<file path="src/rtl/mem_access_unit_if.sv">
// Request, completion and block-memory signals of mem_access_unit bundled as one interface.
// The slave modport is the unit; the master modport is the requester/memory side.
interface mem_access_unit_if;
  logic        start;
  logic        ls;
  logic [31:0] base;
  logic [5:0]  imm;
  logic [3:0]  rd;
  logic [31:0] store_data;
  logic [31:0] mem_dout;
  logic        mem_en;
  logic [3:0]  mem_we;
  logic [31:0] mem_addr;
  logic [31:0] mem_din;
  logic        busy;
  logic        done;
  logic        err;
  logic        rf_we;
  logic [3:0]  rf_waddr;
  logic [31:0] load_data;

  modport master (
    output start, ls, base, imm, rd, store_data, mem_dout,
    input  mem_en, mem_we, mem_addr, mem_din, busy, done, err, rf_we, rf_waddr, load_data
  );

  modport slave (
    input  start, ls, base, imm, rd, store_data, mem_dout,
    output mem_en, mem_we, mem_addr, mem_din, busy, done, err, rf_we, rf_waddr, load_data
  );
endinterface

</file>
<file path="src/rtl/mem_access_unit.sv">
// Single-word load/store unit: latches a request, forms base+offset, range-checks it,
// then drives one block-memory access and reports completion (and load writeback).
module mem_access_unit #(
  parameter int MEM_DEPTH    = 64,
  parameter int READ_LATENCY = 2
) (
  input logic              clk,
  input logic              rst,
  mem_access_unit_if.slave bus
);

  typedef enum logic [2:0] {IDLE, ADDR, ACCESS, WAIT, DONE} state_t;

  state_t      state, next;
  logic        ls_q;
  logic [31:0] base_q;
  logic [5:0]  imm_q;
  logic [3:0]  rd_q;
  logic [31:0] sd_q;
  logic [31:0] addr_q;
  logic        err_q;
  logic [2:0]  cnt;
  logic [31:0] load_q;
  logic [31:0] sum;
  logic        oor;

  assign sum = base_q + {{26{imm_q[5]}}, imm_q};
  assign oor = (sum >= 32'(MEM_DEPTH));

  always_ff @(posedge clk or negedge rst) begin
    if (!rst) state <= IDLE;
    else      state <= next;
  end

  always_comb begin
    next = state;
    unique case (state)
      IDLE:    if (bus.start) next = ADDR;
      ADDR:    next = oor ? DONE : ACCESS;
      ACCESS:  next = ls_q ? DONE : WAIT;
      WAIT:    if (cnt == 3'd1) next = DONE;
      DONE:    next = IDLE;
      default: next = IDLE;
    endcase
  end

  // Request fields are frozen at acceptance so later input changes cannot disturb it.
  always_ff @(posedge clk or negedge rst) begin
    if (!rst) begin
      ls_q   <= 1'b0;
      base_q <= '0;
      imm_q  <= '0;
      rd_q   <= '0;
      sd_q   <= '0;
      addr_q <= '0;
      err_q  <= 1'b0;
      cnt    <= '0;
      load_q <= '0;
    end else begin
      unique case (state)
        IDLE: if (bus.start) begin
          ls_q   <= bus.ls;
          base_q <= bus.base;
          imm_q  <= bus.imm;
          rd_q   <= bus.rd;
          sd_q   <= bus.store_data;
        end
        ADDR: begin
          addr_q <= sum;
          err_q  <= oor;
        end
        ACCESS: cnt <= 3'(READ_LATENCY);
        WAIT: begin
          cnt <= cnt - 3'd1;
          if (cnt == 3'd1) load_q <= bus.mem_dout;
        end
        default: ;
      endcase
    end
  end

  always_comb begin
    bus.mem_en = 1'b0;
    bus.mem_we = '0;
    bus.busy   = (state != IDLE);
    bus.done   = 1'b0;
    bus.err    = 1'b0;
    bus.rf_we  = 1'b0;
    unique case (state)
      ACCESS: begin
        bus.mem_en = 1'b1;
        bus.mem_we = ls_q ? 4'hF : 4'h0;
      end
      WAIT: bus.mem_en = 1'b1;
      DONE: begin
        bus.done  = 1'b1;
        bus.err   = err_q;
        bus.rf_we = !ls_q && !err_q;
      end
      default: ;
    endcase
  end

  assign bus.mem_addr  = addr_q;
  assign bus.mem_din   = sd_q;
  assign bus.rf_waddr  = rd_q;
  assign bus.load_data = load_q;

endmodule

</file>
<file path="src/flat_wrapper.sv">
// flat-port wrapper written by rule: the top's interface ports become plain ports
module mem_access_unit_flat 
#(
  parameter int MEM_DEPTH    = 64,
  parameter int READ_LATENCY = 2
)
  (clk, rst, bus_start, bus_ls, bus_base, bus_imm, bus_rd, bus_store_data, bus_mem_dout, bus_mem_en, bus_mem_we, bus_mem_addr, bus_mem_din, bus_busy, bus_done, bus_err, bus_rf_we, bus_rf_waddr, bus_load_data);
  mem_access_unit_if bus_i ();
  input logic clk;
  input logic rst;
  input wire logic [$bits(bus_i.start)-1:0] bus_start;
  input wire logic [$bits(bus_i.ls)-1:0] bus_ls;
  input wire logic [$bits(bus_i.base)-1:0] bus_base;
  input wire logic [$bits(bus_i.imm)-1:0] bus_imm;
  input wire logic [$bits(bus_i.rd)-1:0] bus_rd;
  input wire logic [$bits(bus_i.store_data)-1:0] bus_store_data;
  input wire logic [$bits(bus_i.mem_dout)-1:0] bus_mem_dout;
  output wire logic [$bits(bus_i.mem_en)-1:0] bus_mem_en;
  output wire logic [$bits(bus_i.mem_we)-1:0] bus_mem_we;
  output wire logic [$bits(bus_i.mem_addr)-1:0] bus_mem_addr;
  output wire logic [$bits(bus_i.mem_din)-1:0] bus_mem_din;
  output wire logic [$bits(bus_i.busy)-1:0] bus_busy;
  output wire logic [$bits(bus_i.done)-1:0] bus_done;
  output wire logic [$bits(bus_i.err)-1:0] bus_err;
  output wire logic [$bits(bus_i.rf_we)-1:0] bus_rf_we;
  output wire logic [$bits(bus_i.rf_waddr)-1:0] bus_rf_waddr;
  output wire logic [$bits(bus_i.load_data)-1:0] bus_load_data;
  assign bus_i.start = bus_start;
  assign bus_i.ls = bus_ls;
  assign bus_i.base = bus_base;
  assign bus_i.imm = bus_imm;
  assign bus_i.rd = bus_rd;
  assign bus_i.store_data = bus_store_data;
  assign bus_i.mem_dout = bus_mem_dout;
  assign bus_mem_en = bus_i.mem_en;
  assign bus_mem_we = bus_i.mem_we;
  assign bus_mem_addr = bus_i.mem_addr;
  assign bus_mem_din = bus_i.mem_din;
  assign bus_busy = bus_i.busy;
  assign bus_done = bus_i.done;
  assign bus_err = bus_i.err;
  assign bus_rf_we = bus_i.rf_we;
  assign bus_rf_waddr = bus_i.rf_waddr;
  assign bus_load_data = bus_i.load_data;
  mem_access_unit #(.MEM_DEPTH(MEM_DEPTH), .READ_LATENCY(READ_LATENCY)) u_core (.clk(clk), .rst(rst), .bus(bus_i));
endmodule
</file>
<file path="config.mk">
export PLATFORM = sky130hd
export DESIGN_NAME = mem_access_unit_flat
export DESIGN_NICKNAME = d
export VERILOG_FILES = /design/src/rtl/mem_access_unit_if.sv /design/src/rtl/mem_access_unit.sv /design/src/flat_wrapper.sv
export SDC_FILE = /design/constraint.sdc
export NUM_CORES = 1
export LEC_CHECK = 0
export CORE_AREA = 3 3 137 139
export DETAILED_ROUTE_END_ITERATION = 10
export DIE_AREA = 0 0 140 142
export PLACE_DENSITY = 0.86
export SLEW_MARGIN = 25
export SYNTH_ARGS = -nofsm -noshare
export SYNTH_HDL_FRONTEND = slang
export SYNTH_SLANG_ARGS = --single-unit
</file>
<file path="constraint.sdc">
create_clock -name clk -period 3.3 [get_ports clk]
set_input_delay 0.495 -clock clk [delete_from_list [all_inputs] [get_ports clk]]
set_output_delay 0.495 -clock clk [all_outputs]
set_load 0.01 [all_outputs]
</file>
==> implementation parameters <==
Parameter                              Value

Status
  Status ... finished with violations
  Violations in the final reports ... negative setup slack

Clock tree
  Count of clock tree sinks ... 146
  Hold-fix buffers, CTS ... 0
  Clock buffers created by TritonCTS ... 17
  Buffer depth of the longest clock path ... 2
  Maximum level of the CTS H-tree ... 4
  Source-to-sink clock delay at the later pin of the worst-skew pair ... 0.43 ns
  Library cell used as clock root buffer ... clkbuf_16
  CTS tree ... built
  Clock-pin transition on the worst setup and hold timing paths ... 0.07 ns

Drt
  Vias post-DR ... 6785
  Post-DR vias/cell ... 5.472
  First-pass iteration count of the detailed router ... 4
  DRC violations left ... 0
  Detailed-route wire length per cell ... 18.52 um
  Detailed-routed wire length on met3 ... 1021 um
  Highest routed metal layer ... met4
  Met2 wire len ... 11880 um
  Final routed wirelength across all metal layers ... 22970 um
  Starting DRT DRC Count ... 475
  Met1 WL ... 9332 um
  Remaining number of nets flagged by the antenna check after routing ... 0

STA
  Achievable clock frequency ... 300.0 MHz
  Worst clock skew ... 0.008278 ns
  Final clock period utilization by the worst path ... 1.010
  Unrepaired setup endpoints after global routing ... yes
  Final Hold Violating Endpoints ... 0
  Worst hold margin ... 0.1206 ns
  Shortest clock period the worst path allows after layout ... 3.334 ns
  Number of max-slew violations in the final report ... 0
  Normalized max-slew margin ... 0.4383
  Final setup slack of the worst path ... -0.03383 ns
  Worst slew pin tran ... 0.8405 ns
  Final setup violation count ... 3

Floorplanning
  X dimension of the die ... 140 um
  Y dimension of the die ... 142 um
  Total core area ... 17780 sq um
  Total die area ... 19880 sq um
  Initial Util ... 0.4329
  Top Ports ... 219
  Std cell rows ... 49

GRT
  Wire length of the first global-routing pass ... 35250 um
  Antenna violations before repair ... 0
  Number of global-route vias before repair ... 6945
  Pin count of the biggest net entering global routing ... 89
  Remaining Overflow, GRT ... 0
  Global-route total usage across every layer ... 0.2203

Place
  GP Congestion ... 0.9607
  Number of buffers inserted by port buffering ... 218
  Half-perimeter wire length after placement ... 16660 um

Synthesis
  Post-synth EDFFs ... 0
  Synth Net Count ... 845
  Share of Yosys cell area claimed by the top area cell type ... 0.4746
  Synthesized cell area ... 7697 sq um
  Portion of the post-synthesis area used by sequential elements ... 0.4746
  Warnings from Yosys ... 0
  Top cells by area, synth ... dfrtp_1 (47%), mux2_2 (16%), ha_1 (5.4%)
  Cell accounting for the most synthesized area ... dfrtp_1
  Synthesized instance count ... 701
  Post-synthesis register bit count ... 146
  Mean post-synth cell area ... 10.98 sq um
  Number of library cell types mapped by synthesis ... 64
  Synth async-reset ratio ... 1.000
  Post-synth top flop ... dfrtp_1

Pwr
  Total Power ... 15.27 mW
  Max rail drop VDD ... 0.0007036 V
  Total power density per cell area ... 1274 nW/um^2
  Leakage ... 5.160 nW

Critical path
  Crit start category ... register
  Crit path required time ... 3.66 ns
  Capturing element type of the critical path ... register
  Slowest stage cell on the critical path ... dfrtp_4
  Combined buffer and inverter count along the critical path ... 5
  Critical Path Fanout Max ... 8
  Cell chain of the critical path ... buf_8 > buf_6 > ha_4 > clkinvlp_4 > nor3_2 > o31a_1 > buf_4 > buf_4 > o2111ai_1 > o211ai_1 > nand4_1 > nor4b_4 > and4b_1 > a32o_1
  Path type of the worst setup path ... reg -> reg
  Family with the most delay on the worst path ... simple AND/OR/NAND/NOR gates
  Peak per-stage delay on the critical path ... 0.58 ns
  Arrival time of the worst setup path ... 3.69 ns
  Most used cell, CP ... buf_4

Finish
  Fraction of layout cells with a size suffix above 1 ... 0.3264
  Count of inserted antenna diode cells ... 0
  Syn-to-layout area delta ... 55.74%
  Final #Nets ... 1143
  Final standard cell utilization of the core ... 0.6742
  Leading cell types in the layout, fill and taps excluded ... clkdlybuf4s50_1 (217), dfrtp_1 (145), mux2_2 (110), buf_4 (94), nand2_1 (66)
  Most frequent standard cell in the layout excluding fill and tap cells ... clkdlybuf4s50_1

Worst hold path
  Class of the tightest hold or removal check ... in -> async

Flow run
  Number of max-cap violations ... 0
==> layer usage <==
metal	vias to the layer above	global-route usage
met4	0	0.08771
met3	55	0.04570
met1	3333	0.2725
met2	219	0.3798
met5	-	0
li1	3178	-
==> cells in the mapped netlist, drive strengths merged, types with 5 or more instances <==
cell	count
dfrtp	146
mux2	110
nand2	67
o21ai	43
clkbuf	35
ha	33
a21oi	31
nor2	22
a21o	18
inv	16
nand3	13
xnor2	12
and2	11
nor3	11
xor2	11
nand4	9
a31o	8
o21a	8
o2111ai	7
o211ai	7
or3	7
o31ai	6
buf	5
nor2b	5
nor3b	5
==> report_power, final <==
group | switching, mW | internal [mW] | leakage [nW] | total, mW
clock network | 0.806 | 1.22 | 0.305 | 2.03
registers | 0.491 | 2.50 | 1.81 | 2.99
logic | 5.04 | 5.21 | 3.04 | 10.2
==> registers in the layout, summed over array words and instances (netlist names) <==
register,flops
u_core.bus.mem_din,32
u_core.err_q,1
u_core.imm_q,6
u_core.ls_q,1
u_core.bus.load_data,32
u_core.cnt,3
u_core.bus.mem_addr,32
u_core.state,3
u_core.base_q,32
u_core.bus.rf_waddr,4
==> layout make-up <==
class	count	area, sq um
Multi-Input combinational cell	499	4394
Clock buffer	18	439.2
Clock inverter	13	175.2
Fill cell	1273	5792
Timing Repair Buffer	319	2972
Sequential cell	146	3657
Inverter	16	63.81
Tap cell	229	286.5
==> through the flow <==
stage / cells / setup TNS (ns) / cell area [sq um] / setup WS [ns]
5_1_grt: 1240 / -0.4442 / 11990 / -0.1523
2_1_floorplan: 701 / 0 / 7714 / 0.008621
4_1_cts: 1226 / 0 / 11500 / 0.005647
3_3_place_gp: 1188 / -0.06787 / 10630 / -0.04777
3_5_place_dp: 1188 / -0.4480 / 10630 / -0.1792
6_report: 1240 / -0.09328 / 11990 / -0.03383
==> cells by family after synthesis <==
family                     count (synthesis)  synth area share
AOI/OAI and AO/OA                        168            0.1487
xor gates and xnor gates                  23           0.02617
adders and majority gates                 34           0.05624
buffers and inverters                     56           0.02991
DFF                                      146            0.4746
muxes                                    111            0.1622
and+or+nand+nor                          163            0.1021
==> worst paths after layout <==
check / end / cells past startpoint / slack [ns] / from
max: u_core.state[1] / 14 / -0.03 / u_core.imm_q[5]
min: u_core.bus.mem_din[1] / 1 / 0.12 / rst
max reg2reg: u_core.state[1] / 14 / -0.03 / u_core.imm_q[5]
min reg2reg: u_core.bus.mem_addr[27] / 2 / 0.48 / u_core.bus.mem_addr[27]
max in group asynchronous: u_core.bus.mem_addr[10] / 2 / 2.33 / rst
min in group clk: u_core.bus.mem_addr[27] / 2 / 0.48 / u_core.bus.mem_addr[27]
==> what timing repair did <==
item,CTS,global route
resized for setup,41,76
pin swaps,8,41
buffers inserted,7,15
endpoints found under the setup margin,3,3
Power figures use the tool's default switching activity.
